$ cat config.mk
export PLATFORM = sky130hd
export DESIGN_NAME = fp_norm_round_flat
export DESIGN_NICKNAME = d
export VERILOG_FILES = /design/src/rtl/fp_norm_round_if.sv /design/src/rtl/fp_norm_round.sv /design/src/flat_wrapper.sv
export SDC_FILE = /design/constraint.sdc
export NUM_CORES = 1
export LEC_CHECK = 0
export CELL_PAD_IN_SITES_DETAIL_PLACEMENT = 2
export CELL_PAD_IN_SITES_GLOBAL_PLACEMENT = 2
export CORE_AREA = 3 3 142 130
export CTS_CLUSTER_SIZE = 40
export DETAILED_ROUTE_END_ITERATION = 10
export DIE_AREA = 0 0 145 133
export PLACE_DENSITY = 0.92
export SYNTH_ARGS = -nofsm -noshare
export SYNTH_HDL_FRONTEND = slang
export SYNTH_SLANG_ARGS = --single-unit
$ cat constraint.sdc
create_clock -name clk -period 7.7 [get_ports clk]
set_input_delay 1.155 -clock clk [delete_from_list [all_inputs] [get_ports clk]]
set_output_delay 1.155 -clock clk [all_outputs]
set_load 0.1 [all_outputs]
$ cat src/rtl/fp_norm_round_if.sv
// Handshake and data bundle between the FP adder's add/sub stage, the
// normalize/round stage and its consumer.
interface fp_norm_round_if #(
    parameter int EXP_W  = 8,
    parameter int FRAC_W = 23
);
    logic                    in_valid;
    logic                    in_ready;
    logic                    in_sign;
    logic [EXP_W-1:0]        in_exp;
    logic [FRAC_W+1:0]       in_mant;
    logic [2:0]              in_grs;
    logic                    out_valid;
    logic                    out_ready;
    logic [EXP_W+FRAC_W:0]   out_result;
    logic                    out_inexact;
    logic                    out_overflow;
    logic                    out_underflow;

    modport master (
        output in_valid, in_sign, in_exp, in_mant, in_grs, out_ready,
        input  in_ready, out_valid, out_result, out_inexact, out_overflow, out_underflow
    );

    modport slave (
        input  in_valid, in_sign, in_exp, in_mant, in_grs, out_ready,
        output in_ready, out_valid, out_result, out_inexact, out_overflow, out_underflow
    );
endinterface

$ cat src/rtl/fp_norm_round.sv
// Normalize + round-to-nearest-even + pack stage of the binary32 adder, 2-stage valid/ready pipe.
// Define FP_NORM_DENORM_EN for gradual underflow; default build flushes tiny results to zero.
module fp_norm_round #(
    parameter int EXP_W  = 8,
    parameter int FRAC_W = 23
) (
    input  logic           clk,
    input  logic           rst_n,
    fp_norm_round_if.slave io
);
    localparam int SW = FRAC_W + 1;
    localparam int RW = SW + 1;
    localparam int VW = FRAC_W + 3;
    localparam int XW = EXP_W + 2;
    localparam int LW = $clog2(VW + 1);
    localparam logic [XW-1:0] MAXE = XW'((1 << EXP_W) - 1);
    localparam logic [XW-1:0] ONE  = XW'(1);
    localparam logic [XW-1:0] TWO  = XW'(2);

    typedef struct packed {
        logic          sign;
        logic [XW-1:0] exp;
        logic [SW-1:0] sig;
        logic          g;
        logic          r;
        logic          s;
        logic          zero;
        logic          flush;
        logic          den;
    } s1_t;

    function automatic logic [LW-1:0] lzc(input logic [VW-1:0] v);
        lzc = LW'(VW);
        for (int i = 0; i < VW; i++)
            if (v[i]) lzc = LW'(VW - 1 - i);
    endfunction

    logic s1_valid;
    logic s2_adv;
    s1_t  s1_d;
    s1_t  s1_q;

    assign s2_adv      = !io.out_valid || io.out_ready;
    assign io.in_ready = !s1_valid || s2_adv;

    // Stage 1: normalize. Exponent math is XW bits wide so a negative
    // result after the cancellation shift shows up in the top bit.
    logic [VW-1:0] vec;
    logic [VW-1:0] shv;
    logic [LW-1:0] lz;
    logic [XW-1:0] ex;
    logic [XW-1:0] en;
    logic [XW-1:0] sh;

    always_comb begin
        s1_d      = '0;
        vec       = {io.in_mant[FRAC_W:0], io.in_grs[2:1]};
        lz        = lzc(vec);
        ex        = XW'(io.in_exp);
        en        = ex - XW'(lz);
        sh        = XW'(lz);
        shv       = '0;
        s1_d.sign = io.in_sign;
        if (io.in_mant[FRAC_W+1]) begin
            s1_d.exp = ex + ONE;
            s1_d.sig = io.in_mant[FRAC_W+1:1];
            s1_d.g   = io.in_mant[0];
            s1_d.r   = io.in_grs[2];
            s1_d.s   = io.in_grs[1] | io.in_grs[0];
        end else if (vec == '0) begin
            s1_d.zero = 1'b1;
        end else begin
            s1_d.exp = en;
`ifdef FP_NORM_DENORM_EN
            // Tiny result: only shift far enough to land on exponent 1,
            // which the packed format encodes as a zero field.
            if (en[XW-1] || en == '0) begin
                sh        = (ex == '0) ? '0 : ex - ONE;
                s1_d.exp  = '0;
                s1_d.den  = 1'b1;
            end
`else
            s1_d.flush = en[XW-1] || en == '0;
`endif
            shv      = vec << sh;
            s1_d.sig = shv[VW-1:2];
            s1_d.g   = shv[1];
            s1_d.r   = shv[0];
            s1_d.s   = io.in_grs[0];
        end
    end

    always_ff @(posedge clk or negedge rst_n) begin
        if (!rst_n) begin
            s1_valid <= 1'b0;
            s1_q     <= '0;
        end else if (io.in_ready) begin
            s1_valid <= io.in_valid;
            if (io.in_valid) s1_q <= s1_d;
        end
    end

    // Stage 2: RNE round, exponent fix-up, exception packing.
    logic                  up;
    logic [RW-1:0]         rsum;
    logic [FRAC_W-1:0]     rfrac;
    logic [XW-1:0]         rexp;
    logic                  inx;
    logic                  ovf;
    logic                  unf;
    logic [EXP_W+FRAC_W:0] res;

    always_comb begin
        up    = s1_q.g & (s1_q.r | s1_q.s | s1_q.sig[0]);
        rsum  = {1'b0, s1_q.sig} + RW'(up);
        rfrac = rsum[FRAC_W-1:0];
        rexp  = s1_q.exp;
        if (rsum[SW]) begin
            rfrac = rsum[FRAC_W:1];
            rexp  = s1_q.exp + ONE;
        end
        // Denormals sit at exponent 1 once the hidden bit is set by rounding.
        if (s1_q.den) rexp = rsum[SW] ? TWO : (rsum[SW-1] ? ONE : '0);
        inx = s1_q.g | s1_q.r | s1_q.s;
        ovf = 1'b0;
        unf = 1'b0;
        res = {s1_q.sign, rexp[EXP_W-1:0], rfrac};
        if (s1_q.zero) begin
            res = {s1_q.sign, {(EXP_W+FRAC_W){1'b0}}};
            inx = 1'b0;
        end else if (s1_q.flush) begin
            res = {s1_q.sign, {(EXP_W+FRAC_W){1'b0}}};
            unf = 1'b1;
            inx = 1'b1;
        end else if (rexp >= MAXE) begin
            res = {s1_q.sign, {EXP_W{1'b1}}, {FRAC_W{1'b0}}};
            ovf = 1'b1;
            inx = 1'b1;
        end else if (s1_q.den) begin
            unf = inx;
        end
    end

    always_ff @(posedge clk or negedge rst_n) begin
        if (!rst_n) begin
            io.out_valid     <= 1'b0;
            io.out_result    <= '0;
            io.out_inexact   <= 1'b0;
            io.out_overflow  <= 1'b0;
            io.out_underflow <= 1'b0;
        end else if (s2_adv) begin
            io.out_valid <= s1_valid;
            if (s1_valid) begin
                io.out_result    <= res;
                io.out_inexact   <= inx;
                io.out_overflow  <= ovf;
                io.out_underflow <= unf;
            end
        end
    end
endmodule

$ cat src/flat_wrapper.sv
// flat-port wrapper written by rule: the top's interface ports become plain ports
module fp_norm_round_flat 
#(
    parameter int EXP_W  = 8,
    parameter int FRAC_W = 23
)
  (clk, rst_n, io_in_valid, io_in_sign, io_in_exp, io_in_mant, io_in_grs, io_out_ready, io_in_ready, io_out_valid, io_out_result, io_out_inexact, io_out_overflow, io_out_underflow);
  fp_norm_round_if #(.EXP_W(EXP_W), .FRAC_W(FRAC_W)) io_i ();
  input  logic clk;
  input  logic rst_n;
  input wire logic [$bits(io_i.in_valid)-1:0] io_in_valid;
  input wire logic [$bits(io_i.in_sign)-1:0] io_in_sign;
  input wire logic [$bits(io_i.in_exp)-1:0] io_in_exp;
  input wire logic [$bits(io_i.in_mant)-1:0] io_in_mant;
  input wire logic [$bits(io_i.in_grs)-1:0] io_in_grs;
  input wire logic [$bits(io_i.out_ready)-1:0] io_out_ready;
  output wire logic [$bits(io_i.in_ready)-1:0] io_in_ready;
  output wire logic [$bits(io_i.out_valid)-1:0] io_out_valid;
  output wire logic [$bits(io_i.out_result)-1:0] io_out_result;
  output wire logic [$bits(io_i.out_inexact)-1:0] io_out_inexact;
  output wire logic [$bits(io_i.out_overflow)-1:0] io_out_overflow;
  output wire logic [$bits(io_i.out_underflow)-1:0] io_out_underflow;
  assign io_i.in_valid = io_in_valid;
  assign io_i.in_sign = io_in_sign;
  assign io_i.in_exp = io_in_exp;
  assign io_i.in_mant = io_in_mant;
  assign io_i.in_grs = io_in_grs;
  assign io_i.out_ready = io_out_ready;
  assign io_in_ready = io_i.in_ready;
  assign io_out_valid = io_i.out_valid;
  assign io_out_result = io_i.out_result;
  assign io_out_inexact = io_i.out_inexact;
  assign io_out_overflow = io_i.out_overflow;
  assign io_out_underflow = io_i.out_underflow;
  fp_norm_round #(.EXP_W(EXP_W), .FRAC_W(FRAC_W)) u_core (.clk(clk), .rst_n(rst_n), .io(io_i));
endmodule
==> run summary, run 1 <==
outcome - finished clean
Synth area leader - dfrtp_1
gpl congestion - 0.897
sequential share of the synthesized area - 0.325
vias in the first global route - 6470
post_cts resized - 0
first-pass GRT wire length - 38300 um
Synth Flop Type - dfrtp_1
Hold Crit Class - reg2reg
Die Footprint - 19300 um2
post-CTS setup buffer count - 0
Crit path top cell by count - a21oi_1
synthesized instance count - 712
RSZ-0062 raised after global routing - no
Num Clock Sinks - 77
H-tree Lvls - 3
async set or reset register ratio after synthesis - 1.00
Slew @ Worst Pin - 1080 ps
placed wire-length estimate - 18500 um
worst-path cell chain - clkdlybuf4s50_1 -> or4_1 -> or2_1 -> a21oi_1 -> clkinv_1 -> ha_1 -> o21ai_0 -> nand2b_1 -> a21oi_1 -> nor2b_1 -> xnor2_1 -> nor2_1 -> a21oi_1 -> o21ai_0
Peak supply drop - 0.0926 mV
YS warnings - 0
initial antenna violation count - 0
Syn-to-layout area delta - 19.9%
Die Span X - 145 um
DRC viols - 0
critical path's largest stage delay - 710 ps
Post-CTS Hold Buffers - 0
Core ar. - 16900 um2
row cnt - 45
Arrival @ worst endpoint - 5620 ps
dpl cells - 985
most frequent cell after synthesis - nand2_1
final period utilization - 0.704
Worst-Skew Late Latency - 350 ps
Finished Layout Cells - 1001
cell family with most CP delay - simple AND/OR/NAND/NOR gates
clk buf depth - 2
mapped cell area - 5940 um2
CTS clk-pin slew, worst paths - 60 ps
Inserted Diodes - 0
Final WS setup - 2280 ps
Die Ht - 133 um
Max Slew Vio Count - 0
Post-synth EDFFs - 0
top cells by count, synth - 83 x nand2_1, 77 x dfrtp_1, 71 x nor2_1
fin crit period - 5420 ps
Leakage Power - 2.92 nW
worst path bufs/invs - 2
clk root buf - clkbuf_16
Worst setup SP type - primary input
grt ovf - 0
net count after synthesis - 763
skew final - 9.02 ps
CTS tree - done
crit end category - flop
setup violators final - 0
gr usage total - 0.248
share of cells above drive strength 1 - 0.0653
Hold Vio Cnt, Final - 0
Yosys top cell area share - 0.325
# Max-Cap Violations - 0
Post-Syn Area per Cell - 8.34 um2
Vias/cell - 5.95
final WL - 23800 um
Yosys reg bits - 77
vias - 5953
antenna viol nets, final - 0
pre-CTS setup slack - 2030 ps
ranking of synthesized cells by area - dfrtp_1 32%, mux2i_1 5.4%, nand2_1 5.2%, nor2_1 4.5%, a21oi_1 3.5%
cts bufs inserted - 9
largest net degree at the start of global routing - 78
crit path kind - in2reg
max_slew headroom - 0.274
per-cell routed wire length - 23.8 um
Synth cell types - 80
setup TNS - 0 ps
Nets - 812
worst path required time - 7900 ps
fmax - 185 MHz
IO Pins - 78
Starting Density - 0.350
crit path max fanout - 11
Power Density - 254 nW/um2
DR pass1 iterations - 4
initial drt markers - 390
PortBufs - 77
slowest CP cell - a21oi_1
-- cells in the final DEF (no fill, tap or decap), drive strengths merged, types with 10 or more instances in the layout --
cell	instances
a21o	11
a21oi	41
a221oi	13
a22o	23
and2	10
clkdlybuf4s50	75
dfrtp	77
inv	21
mux2i	32
nand2	85
nand2b	15
nand3	15
nand4	16
nor2	73
nor3	18
nor4	11
o21ai	45
o22ai	10
xnor2	18
xor2	17
-- final timing paths --
kind | to | start | depth (start not counted) | slack, ps
setup / recovery | u_core.s1_q[36] | io_in_mant[23] | 14 | 2280
hold / removal | u_core.io.out_underflow | u_core.io.out_underflow | 2 | 490
setup reg to reg | u_core.io.out_result[7] | u_core.s1_q[5] | 10 | 3850
hold reg to reg | u_core.io.out_underflow | u_core.io.out_underflow | 2 | 490
max in group asynchronous | u_core.s1_q[20] | rst_n | 1 | 6110
min in group asynchronous | u_core.io.out_result[27] | rst_n | 1 | 960
-- area by class of cell --
| type | instances | area [um2] |
|---|---|---|
| fillers | 1924 | 9830 |
| multi-input cells | 572 | 3710 |
| flip-flops and latches | 77 | 1930 |
| repair buffers | 82 | 801 |
| well taps | 235 | 294 |
| clock buffers | 9 | 225 |
| clock inverters | 7 | 80.1 |
| inverters | 19 | 76.3 |
-- flip-flops by register name (all words and copies together) (netlist names) --
name / flops
u_core.io.out_overflow: 1
u_core.s1_q: 40
u_core.io.out_result: 32
u_core.s1_valid: 1
u_core.io.out_underflow: 1
u_core.io.out_valid: 1
u_core.io.out_inexact: 1
-- worst register-to-register path, stage by stage, from the launching register on --
cell and delay (ps):
dfrtp_1 430, and2_1 170, ha_1 260, and4_1 430
and2_2 310, nand4_2 170, nor3_1 220, mux2i_1 540
and3_1 610, nand2_2 250, o21ai_0 340
-- per-stage QoR --
| step | total power [W] | instance area (um2) | utilization | hold slack [ps] |
|---|---|---|---|---|
| final | 0.00181 | 7120 | 0.420 | 490 |
| after global routing | 0.00189 | 7120 | 0.420 | 529 |
| after CTS | 0.00182 | 7120 | 0.420 | 496 |
| after detailed placement | 0.00138 | 6810 | 0.402 | 483 |
| after global placement | 0.00134 | 6810 | 0.402 | 454 |
| after floorplan | 0.00113 | 5940 | - | 442 |
-- where the power goes --
group          switching [W]  internal (W)  leakage (nW)
Combinational       0.000588      0.000222          1.85
Clock               0.000179      0.000255         0.143
Sequential         0.0000847      0.000481         0.934
Total               0.000852      0.000959          2.92
-- layer usage --
metal	track usage	part of all wire
met5	0	0
met4	0.0712	0.020
met3	0.0318	0.038
met2	0.420	0.48
met1	0.335	0.46
-- cell families (layout without fill, tap and decap cells) --
family                     count (synthesis)  count (layout)  synth area share
AOI/OAI and AO/OA                        208             208             0.249
xor gates and xnor gates                  35              35            0.0516
adders and majority gates                 10              10            0.0223
buffers and inverters                     63             117            0.0502
DFF                                       77              77             0.325
muxes                                     39              39            0.0679
and+or+nand+nor                          280             280             0.235
Note: power is estimated with default switching activity, not from simulation.
==> run 2, diff against run 1 <==
CORE_AREA = 3 3 153 140   (was 3 3 142 130)
DIE_AREA = 0 0 156 143   (was 0 0 145 133)
PLACE_DENSITY = 0.84   (was 0.92)
clock period = 4.9 ns   (was 7.7 ns; I/O delays follow)
==> run summary, run 2 (synthesized netlist as in run 1, its figures left out) <==
register-to-register setup slack - 1320 ps (-2530 ps)
Die Span X - 156 um (+7.6%)
final period utilization - 0.812
vias - 5976 (+0.39%)
RSZ-0062 raised after global routing - no
Hold Crit Class - reg2reg
commonest cells after routing, fill and taps aside - 82 x nand2_1, 77 x dfrtp_1, 75 x clkdlybuf4s50_1, 71 x nor2_1, 41 x a21oi_1
Inserted Diodes - 0 (unchanged)
final WL - 22500 um (-5.6%)
worst path required time - 5110 ps (-2790 ps)
Max Slew Vio Count - 0 (unchanged)
Top Usage Layer GRT - met2
clk root buf - clkbuf_16
fmax - 251 MHz
Int Pwr - 0.00150 W (+57%)
Peak supply drop - 0.192 mV (+110%)
FF-to-FF path depth - 10 (unchanged)
post_cts resized - 0 (unchanged)
Biggest register - u_core.s1_q
Worst setup SP type - primary input
first-pass GRT wire length - 36000 um (-6.0%)
PortBufs - 77 (unchanged)
setup violators final - 0 (unchanged)
setup TNS - 0 ps (unchanged)
gpl congestion - 0.909 (+1.3%)
post-CTS setup buffer count - 0 (unchanged)
Slew @ Worst Pin - 985 ps (-96.1 ps)
met1 layer usage reported by global route - 0.295 (-0.0409)
crit end category - flop
grt ovf - 0 (unchanged)
crit path max fanout - 21 (+10)
row cnt - 49 (+8.9%)
Starting Density - 0.298 (-0.0524)
Placed Instance Area - 6910 um2 (+1.4%)
Worst-Skew Late Latency - 340 ps (about the same)
Arrival @ worst endpoint - 4190 ps (-1430 ps)
crit path kind - in2reg
skew final - 8.37 ps (-0.650 ps)
Syn-to-layout area delta - 21.2%
Die Footprint - 22300 um2 (+16%)
PnR Total Power - 0.00280 W (+55%)
cts bufs inserted - 9 (unchanged)
DRC viols - 0 (unchanged)
fin crit period - 3980 ps
Sw Share - 0.464 (-0.00678)
Reg power frac - 0.317 (+0.004)
Vias/cell - 5.80 (-2.4%)
Logic pwr share - 0.450 (+0.002)
grt met2 use - 0.322 (-0.0983)
outcome - finished clean
design area - 7200 um2 (+1.2%)
placed wire-length estimate - 17400 um (-5.9%)
clk buf depth - 2 (unchanged)
Leakage Power - 2.96 nW (+1.3%)
Psw - 0.00130 W (+53%)
initial antenna violation count - 0 (unchanged)
Core ar. - 19900 um2 (+18%)
Num Clock Sinks - 77 (unchanged)
Clk pwr share - 0.233 (-0.007)
biggest regs - u_core.s1_q (40), u_core.io.out_result (32)
share of cells above drive strength 1 - 0.0761 (+0.0109)
Power Density - 389 nW/um2 (+53%)
max_slew headroom - 0.342 (+0.0675)
H-tree Lvls - 3 (unchanged)
Hold Vio Cnt, Final - 0 (unchanged)
per-cell routed wire length - 21.8 um (-8.3%)
hold path depth - 2 (unchanged)
Die Ht - 143 um (+7.5%)
gr usage total - 0.203 (-0.0458)
Final WS setup - 921 ps (-1360 ps)
met3 GRT Util - 0.0227 (-0.00912)
IO Pins - 78 (unchanged)
Nets - 821 (+1.1%)
DR pass1 iterations - 5 (+1)
CTS tree - done
max reg flops - 40 (unchanged)
Post-CTS Hold Buffers - 0 (unchanged)
# Max-Cap Violations - 0 (unchanged)
antenna viol nets, final - 0 (unchanged)
vias in the first global route - 6261 (-3.2%)
initial drt markers - 340 (-13%)
CTS clk-pin slew, worst paths - 60 ps (about the same)
final core utilization - 0.361 (-0.0586)
pre-CTS setup slack - 562 ps (-1470 ps)
largest net degree at the start of global routing - 78 (unchanged)
commonest non-fill, non-tap cell in the layout - nand2_1
-- run 2: per-layer routing --
| layer | vias up | part of all wire |
|---|---|---|
| met3 | 28 | 0.050 |
| met2 | 185 | 0.45 |
| met1 | 3005 | 0.48 |
| met4 | 0 | 0.017 |
| li1 | 2758 | - |
| met5 | - | 0 |
-- run 2: worst paths after layout --
kind,from,to
worst max-delay path,io_in_grs[1],u_core.s1_q[36]
worst min-delay path,u_core.s1_q[40],u_core.s1_q[40]
worst max register to register,u_core.s1_q[5],u_core.io.out_result[15]
worst min register to register,u_core.s1_q[40],u_core.s1_q[40]
max in group asynchronous,rst_n,u_core.io.out_result[19]
min in group asynchronous,rst_n,u_core.io.out_result[26]
-- run 2: worst max-delay path: stages --
cell and delay [ps]:
clkdlybuf4s50_1 600, nor2_1 120, o311ai_0 420, a2111oi_0 180, or2_2 350, buf_4 240, fa_1 450, nor2b_1 120
o21ai_0 80, nand2b_1 120, a21oi_1 100, nor2b_1 150, xnor2_1 190, nor2_1 70, a21oi_1 150, o21ai_0 90
-- run 2: stage by stage --
| stage | std cells | hold slack (ps) |
|---|---|---|
| 4_1_cts | 1030 | 489 |
| 3_3_place_gp | 1014 | 458 |
| 2_1_floorplan | 712 | 439 |
| 3_5_place_dp | 1014 | 475 |
| 5_1_grt | 1030 | 518 |
| 6_report | 1030 | 484 |
-- run 2: layout make-up --
cell class | count | area, um2
fillers | 2263 | 12700
repair buffers | 91 | 868
multi-input cells | 572 | 3710
well taps | 255 | 319
clock buffers | 10 | 229
clock inverters | 6 | 63.8
flip-flops and latches | 77 | 1930
inverters | 19 | 76.3
-- run 2: power by group through the flow --
| stage | clock (W) | combinational [W] | sequential (W) |
|---|---|---|---|
| floorplan | 0 | 0.000410 | 0.00136 |
| global placement | 0 | 0.00123 | 0.000887 |
| detailed placement | 0 | 0.00126 | 0.000900 |
| CTS | 0.000671 | 0.00126 | 0.000890 |
| global route | 0.000699 | 0.00134 | 0.000910 |
| finish | 0.000653 | 0.00126 | 0.000888 |
